--- src/rtl/branch_condition_unit.sv ---
// Branch condition unit: resolves a latched condition code against the flag
// register, interlocking on in-flight flag writes, and returns the decision
// over a valid/ready handshake. Saturating taken/stall counters for debug.
module branch_condition_unit #(
  parameter int CNT_WIDTH = 8
) (
  input  logic                 CLK,
  input  logic                 CLR,
  input  logic [3:0]           FLAG_IN,     // [3]=N [2]=Z [1]=C [0]=V
  input  logic [2:0]           FLAG_WR_EN,  // [0]=N,Z [1]=C [2]=V
  input  logic                 BR_REQ,
  input  logic [3:0]           BR_COND,
  input  logic                 BR_READY,
  output logic                 BR_VALID,
  output logic                 BR_TAKEN,
  output logic                 BUSY,
  output logic [CNT_WIDTH-1:0] TAKEN_CNT,
  output logic [CNT_WIDTH-1:0] STALL_CNT
);

  typedef enum logic [1:0] {
    S_IDLE  = 2'd0,
    S_CHECK = 2'd1,
    S_RESP  = 2'd2
  } state_t;

  localparam logic [CNT_WIDTH-1:0] CNT_MAX = {CNT_WIDTH{1'b1}};

  state_t               state_q, state_d;
  logic [3:0]           cond_q, cond_d;
  logic                 valid_q, valid_d;
  logic                 taken_q, taken_d;
  logic [CNT_WIDTH-1:0] taken_cnt_q, taken_cnt_d;
  logic [CNT_WIDTH-1:0] stall_cnt_q, stall_cnt_d;

  logic                 cond_true;
  logic [2:0]           cond_mask;
  logic                 interlock;

  // Evaluate the latched condition against the current flag vector
  always_comb begin
    logic n, z, c, v;
    n = FLAG_IN[3];
    z = FLAG_IN[2];
    c = FLAG_IN[1];
    v = FLAG_IN[0];
    cond_true = 1'b0;
    case (cond_q)
      4'h0: cond_true = z;
      4'h1: cond_true = !z;
      4'h2: cond_true = c;
      4'h3: cond_true = !c;
      4'h4: cond_true = n;
      4'h5: cond_true = !n;
      4'h6: cond_true = v;
      4'h7: cond_true = !v;
      4'h8: cond_true = c && !z;
      4'h9: cond_true = !c || z;
      4'hA: cond_true = (n == v);
      4'hB: cond_true = (n != v);
      4'hC: cond_true = !z && (n == v);
      4'hD: cond_true = z || (n != v);
      4'hE: cond_true = 1'b1;
      4'hF: cond_true = 1'b0;
      default: cond_true = 1'b0;
    endcase
  end

  // Flag groups the latched condition depends on; a write to any of them
  // this cycle means FLAG_IN is about to change, so the decision must wait
  always_comb begin
    cond_mask = 3'b000;
    case (cond_q)
      4'h0, 4'h1, 4'h4, 4'h5: cond_mask = 3'b001;
      4'h2, 4'h3:             cond_mask = 3'b010;
      4'h6, 4'h7:             cond_mask = 3'b100;
      4'h8, 4'h9:             cond_mask = 3'b011;
      4'hA, 4'hB, 4'hC, 4'hD: cond_mask = 3'b101;
      default:                cond_mask = 3'b000;
    endcase
    interlock = |(FLAG_WR_EN & cond_mask);
  end

  // Next-state logic: accept in IDLE, resolve or stall in CHECK, hold in RESP
  always_comb begin
    state_d     = state_q;
    cond_d      = cond_q;
    valid_d     = valid_q;
    taken_d     = taken_q;
    taken_cnt_d = taken_cnt_q;
    stall_cnt_d = stall_cnt_q;
    case (state_q)
      S_IDLE: begin
        if (BR_REQ) begin
          cond_d  = BR_COND;
          state_d = S_CHECK;
        end
      end
      S_CHECK: begin
        if (interlock) begin
          if (stall_cnt_q != CNT_MAX) stall_cnt_d = stall_cnt_q + CNT_WIDTH'(1);
        end else begin
          taken_d = cond_true;
          valid_d = 1'b1;
          state_d = S_RESP;
        end
      end
      S_RESP: begin
        // Result is frozen until the consumer takes it
        if (BR_READY) begin
          if (taken_q && (taken_cnt_q != CNT_MAX)) taken_cnt_d = taken_cnt_q + CNT_WIDTH'(1);
          valid_d = 1'b0;
          taken_d = 1'b0;
          state_d = S_IDLE;
        end
      end
      default: begin
        valid_d = 1'b0;
        taken_d = 1'b0;
        state_d = S_IDLE;
      end
    endcase
  end

  // State registers; reset aborts any in-flight request
  always_ff @(posedge CLK or posedge CLR) begin
    if (CLR) begin
      state_q     <= S_IDLE;
      cond_q      <= 4'h0;
      valid_q     <= 1'b0;
      taken_q     <= 1'b0;
      taken_cnt_q <= '0;
      stall_cnt_q <= '0;
    end else begin
      state_q     <= state_d;
      cond_q      <= cond_d;
      valid_q     <= valid_d;
      taken_q     <= taken_d;
      taken_cnt_q <= taken_cnt_d;
      stall_cnt_q <= stall_cnt_d;
    end
  end

  assign BR_VALID  = valid_q;
  assign BR_TAKEN  = taken_q;
  assign BUSY      = (state_q != S_IDLE);
  assign TAKEN_CNT = taken_cnt_q;
  assign STALL_CNT = stall_cnt_q;

endmodule

--- config.mk ---
export PLATFORM = sky130hd
export DESIGN_NAME = branch_condition_unit
export DESIGN_NICKNAME = d
export VERILOG_FILES = /design/src/rtl/branch_condition_unit.sv
export SDC_FILE = /design/constraint.sdc
export NUM_CORES = 1
export LEC_CHECK = 0
export CORE_AREA = 2 2 60 62
export CTS_CLUSTER_DIAMETER = 80
export DETAILED_ROUTE_END_ITERATION = 7
export DIE_AREA = 0 0 62 64
export GPL_ROUTABILITY_DRIVEN = 0
export PLACE_DENSITY = 0.69
export SYNTH_ARGS = -nofsm -noshare
export SYNTH_HDL_FRONTEND = slang
export SYNTH_SLANG_ARGS = --single-unit
--- constraint.sdc ---
create_clock -name CLK -period 2 [get_ports CLK]
set_clock_uncertainty 0.1 [all_clocks]
set_input_delay 0.3 -clock CLK [delete_from_list [all_inputs] [get_ports CLK]]
set_output_delay 0.3 -clock CLK [all_outputs]
set_load 0.02 [all_outputs]
Word-level counts from Yosys, hierarchy flattened. Memories as Yosys holds them, arrays and structs flattened. Cells that the tools add are included.

Bits in registers: 24. Bits in read-only memories: 48. Bits of input ports: 15. Output and inout bits: 19. Word-level logic and storage cells: 63. Memories kept: 1.

Add/subtract/negate cells: 2. Eq/ne operators: 24. Multiplexer cells: 10. Bitwise logic cells: 2. Reduce and logical (&&, ||, !) cells: 18.

Memory list: (name not given) (depth 16, width 3, read ports 1, clocked after memory_dff 0, wr ports 0, RTL line 73) `case (cond_q)`.

Operator list (number): $eq A4 B4 Y1 const B (8); $add A8 B1 Y8 const B (2); $eq A4 B3 Y1 const B (4); $ne A8 B8 Y1 const B (2); $pmux W1 S16 (1); $reduce_and A3 Y1 (4); $eq A4 B2 Y1 const B (2); $mux W2 (3); $ne A2 B2 Y1 const B (3); $pmux W1 S3 (2); $pmux W2 S3 (1); $eq A4 B1 Y1 const B (1); $logic_not A1 Y1 (4); $logic_not A4 Y1 (1); $and A3 B3 Y3 (1); $logic_and A1 B1 Y1 (3); $mux W1 (3); $reduce_or A3 Y1 (1); $eq A2 B1 Y1 const B (1); $eq A2 B2 Y1 const B (1); $logic_not A2 Y1 (1); $logic_or A1 B1 Y1 (2); $reduce_and A2 Y1 (1); $reduce_bool A2 Y1 (1); 3 further kinds (3).

Longest topological paths before layout.
Depth after elaboration: 5. Mapped depth: 8. Gate-level depth less buffers: 7.

Worst setup path before layout. Ideal clock, no wire load.

Path kind: reg-to-reg. Start point: reg cond_q[1]. End point: reg stall_cnt_q[7] (netlist: STALL_CNT[7]). Setup time: 0.128 ns. Arrival: 1.906 ns. Required time: 1.772 ns. Path slack: -0.134 ns. Stages on the path, launching flop included: 9. Path buffers: 1. Period minus slack after synthesis: 2.134 ns. Path through: dfrtp_1 -> buf_4 -> inv_1 -> ha_1 -> nand2_1 -> a21boi_1 -> o311ai_4 -> nor4_2 -> mux2_1.

Longest elaborated chain between the ends: 4.

Ends and longest elaborated chain: start, declared (RTL line 30) `logic [3:0] cond_q, cond_d;`; start signal, assigned (RTL line 136) `cond_q <= cond_d;`; $mem_v2 Z16 W3; $and A3 B3 Y3 (RTL line 81) `interlock = |(FLAG_WR_EN & cond_mask);`; $reduce_or A3 Y1 (RTL line 81); $reduce_and A3 Y1 (no source line); end signal, assigned (RTL line 140) `stall_cnt_q <= stall_cnt_d;`; end, declared (RTL line 34) `logic [CNT_WIDTH-1:0] stall_cnt_q, stall_cnt_d;`.

No other way between the ends. A chain may end at the register's enable or synchronous reset.

Final worst setup path.
Start point: reg cond_q[1]. End point: reg taken_q (netlist: BR_TAKEN).

Longest elaborated chain between the ends: 5. Elaborated cells between the ends (all ways): 24. Those cells by class: eq/ne (16); mux (3); bitwise (1); reduce/logical (3); memory (1).

Ends and longest elaborated chain: $mem_v2 Z16 W3; $and A3 B3 Y3 (RTL line 81); $reduce_or A3 Y1 (RTL line 81); $ne A2 B2 Y1 (no source line); $reduce_and A3 Y1 (no source line); end signal, assigned (RTL line 138) `taken_q <= taken_d;`; end, declared (RTL line 32) `logic taken_q, taken_d;`.

Parallel ways exist; a longest one is shown, timed or not. The select of a mux whose other input is x is not followed.

==> flow_summary_export.csv <==
group,metric,value,unit
outcome,outcome,"complete, no violations",
clock_network,cts_max_path_buffers,2,
power_and_ir_drop,switching_share,0.3913,
layout,drive_above_1_share,0.2486,
power_and_ir_drop,switching_power,0.9391,mW
layout,n_antenna_cell,0,
floorplanning,dieArea,0.003968,mm2
global_route,grt_pass1_wl,4733,um
yosys,syn_avg_cell_area,10.27,um2
setup_path,critPathSlowestCell,"or4_4",
clock_network,cts-root-buf,"clkbuf_4",
setup_path,cpLargestDelayFamily,"simple AND/OR/NAND/NOR gates",
timing,worst_pin_slew,0.4048,ns
timing,finalSetupViolCount,0,
global_route,grt_pass1_vias,1064,
global_route,grt_usage,0.1551,
clock_network,cts_tree,"done",
setup_path,worst-path-buf-inv,1,
place,dpl.cell_count,217,
yosys,ys_async_sr_fraction,1.000,
setup_path,path_cells,"inv_4 -> ha_4 -> nand2_4 -> a21boi_4 -> or4_4 -> a221oi_2 -> a22o_1",
power_and_ir_drop,total_leakage_power,0.8406,nW
yosys,synth_top_area_frac,0.4432,
timing,slew_headroom,0.7283,
setup_path,cp_data_required_time,2.16,ns
clock_network,hold_buffers,0,
setup_path,path_class,"reg2reg",
setup_path,worst-path-max-fanout,6,
yosys,yosysMostFrequentCell,"dfrtp_1",
timing,post-route-period-util,0.9758,
yosys,yosys_register_bits,24,
clock_network,clkTransAtPathRegs,0.14,ns
setup_path,end_kind,"flip-flop",
yosys,synth-seq-area-share,0.4432,
floorplanning,core,0.003284,mm2
global_route,grt_max_degree,25,
power_and_ir_drop,intPower,1.461,mW
hold_path,hold_path.class,"in2async",
yosys,syn_area,0.001355,mm2
yosys,synth_ff_type,"dfrtp_1",
yosys,synth_area_leaders,"dfrtp_1, xor2_1, ha_1",
detailed_routing,detail-route-antenna-nets,0,
place,dp.final_hpwl,2271,um
floorplanning,start_util,0.4126,
detailed_routing,drtIter0Drc,57,
yosys,synthDistinctLibCells,40,
detailed_routing,first_pass_iters,4,
floorplanning,die_h,64,um
clock_network,clock-sinks,24,
detailed_routing,drc,0,
floorplanning,num_rows,21,
floorplanning,ios,34,
clock_network,cts_made_buffers,3,
setup_path,arrival,2.11,ns
power_and_ir_drop,power_frac_comb,0.505,
layout,syn2layout_area_growth,44.04,%
power_and_ir_drop,power_frac_seq,0.348,
power_and_ir_drop,p_per_area,1230,mW/mm2
layout,nNetsFinal,199,
clock_network,clk-insertion-delay-late,0.32,ns
place,pre_cts_slack,-0.05989,ns
detailed_routing,routed-via-count,1116,
detailed_routing,wl,2954,um
yosys,ys_top_cells_by_count,"dfrtp_1, nand2_1, xor2_1",
timing,fmax,0.5124,GHz
layout,fin_cells,223,
power_and_ir_drop,pwr-share-clk,0.147,
yosys,synth_warnings,0,
place,port_buffers,33,
global_route,grt_antenna_before_repair,0,
clock_network,htreeDepth,1,
setup_path,slowest_delay,0.53,ns
timing,period_minus_slack,1.952,ns
detailed_routing,viasPerCell,5.004,
yosys,yosys.area.top_type,"dfrtp_1",
global_route,grt_remaining_overflow,0,
yosys,synth_cells,132,
timing,drv_slew,0,
yosys,synth-edff-count,0,
timing,whs,0.2133,ns
timing,hold_viol_final,0,
yosys,synth_nets,153,
detailed_routing,wl_per_cell,13.25,um
setup_path,cp-start-kind,"flip-flop",
timing,tns,0,ns
power_and_ir_drop,ir_drop,0.6442,mV
flow_run,drv_cap,0,
floorplanning,die_x,62,um
layout,fill_cells,291,
timing,rsz0062_at_grt,"true",
timing,layout_setup_ws,0.04834,ns
==> routing by layer <==
metal  part of all wire  global-route usage  vias to the layer above
met5                  0                   0                        -
met4             0.0091             0.03457                        0
met3              0.040             0.03036                        4
met2               0.49              0.2539                       23
met1               0.46              0.2072                      530
li1                   -                   -                      559
==> stage by stage <==
step	area [um2]	utilization	power (mW)
2_1_floorplan	1390	-	1.526
3_3_place_gp	1823	0.5550	1.906
3_5_place_dp	1823	0.5550	1.944
4_1_cts	1879	0.5722	2.303
5_1_grt	1952	0.5943	2.561
6_report	1952	0.5943	2.400
==> flip-flops by register name, summed over array words and instances, names as in the netlist <==
name       flops
STALL_CNT      8
TAKEN_CNT      8
BR_VALID       1
state_q        2
cond_q         4
BR_TAKEN       1
==> placed cells by master, fill, tap and decap left out, drive strengths merged, types with 6 or more instances in the layout <==
| master | instances |
|---|---|
| dfrtp | 24 |
| xnor2 | 6 |
| inv | 6 |
| nor3 | 7 |
| nand3 | 7 |
| buf | 10 |
| clkdlybuf4s50 | 32 |
| nand2 | 15 |
| ha | 6 |
| o21ai | 7 |
| xor2 | 9 |
==> final timing paths <==
| check | startpoint | endpoint | slack (ns) | depth (start not counted) |
|---|---|---|---|---|
| worst min register to register | TAKEN_CNT[6] | TAKEN_CNT[6] | 0.41 | 1 |
| max in group asynchronous | CLR | cond_q[1] | 1.32 | 3 |
| worst max-delay path | cond_q[1] | BR_TAKEN | 0.05 | 7 |
| min in group CLK | TAKEN_CNT[6] | TAKEN_CNT[6] | 0.41 | 1 |
| worst min-delay path | CLR | STALL_CNT[5] | 0.21 | 3 |
| worst max register to register | cond_q[1] | BR_TAKEN | 0.05 | 7 |
==> what timing repair did <==
item / in CTS / in global routing
setup endpoints to repair: 6 / 10
hold endpoints to repair: 0 / 0
pin swaps: 0 / 7
gates resized for setup: 3 / 14
setup buffers: 0 / 2
==> power by group through the flow <==
stage	Combinational (mW)	Sequential (mW)	Clock (mW)
2_1_floorplan	0.656	0.870	0
5_1_grt	1.32	0.865	0.378
3_5_place_dp	1.11	0.838	0
4_1_cts	1.11	0.831	0.359
3_3_place_gp	1.08	0.827	0
6_report	1.21	0.835	0.354
==> logic make-up (layout without fill, tap and decap cells) <==
kind of cell,count (synthesis),in the layout,share of synthesized area
AOI/OAI and AO/OA,22,22,0.1210
and+or+nand+nor,50,50,0.2022
buffers and inverters,8,53,0.02493
DFF,24,24,0.4432
xor gates and xnor gates,15,15,0.09696
adders and majority gates,6,6,0.05540
muxes,7,7,0.05632
==> tightest hold or removal path: cells and delay by family <==
family                 cells  cell delay, ns
buffers and inverters      3            0.74
==> final cells by class <==
class | instances | area [um2] | share of cell area
multi-input cells | 100 | 807.0 | 0.4135
flip-flops and latches | 24 | 601.8 | 0.3083
repair buffers | 43 | 407.9 | 0.2090
well taps | 46 | 57.56 | 0.02949
clock inverters | 1 | 30.03 | 0.01538
inverters | 6 | 25.02 | 0.01282
clock buffers | 3 | 22.52 | 0.01154
Note: power is estimated with default switching activity, not from simulation.
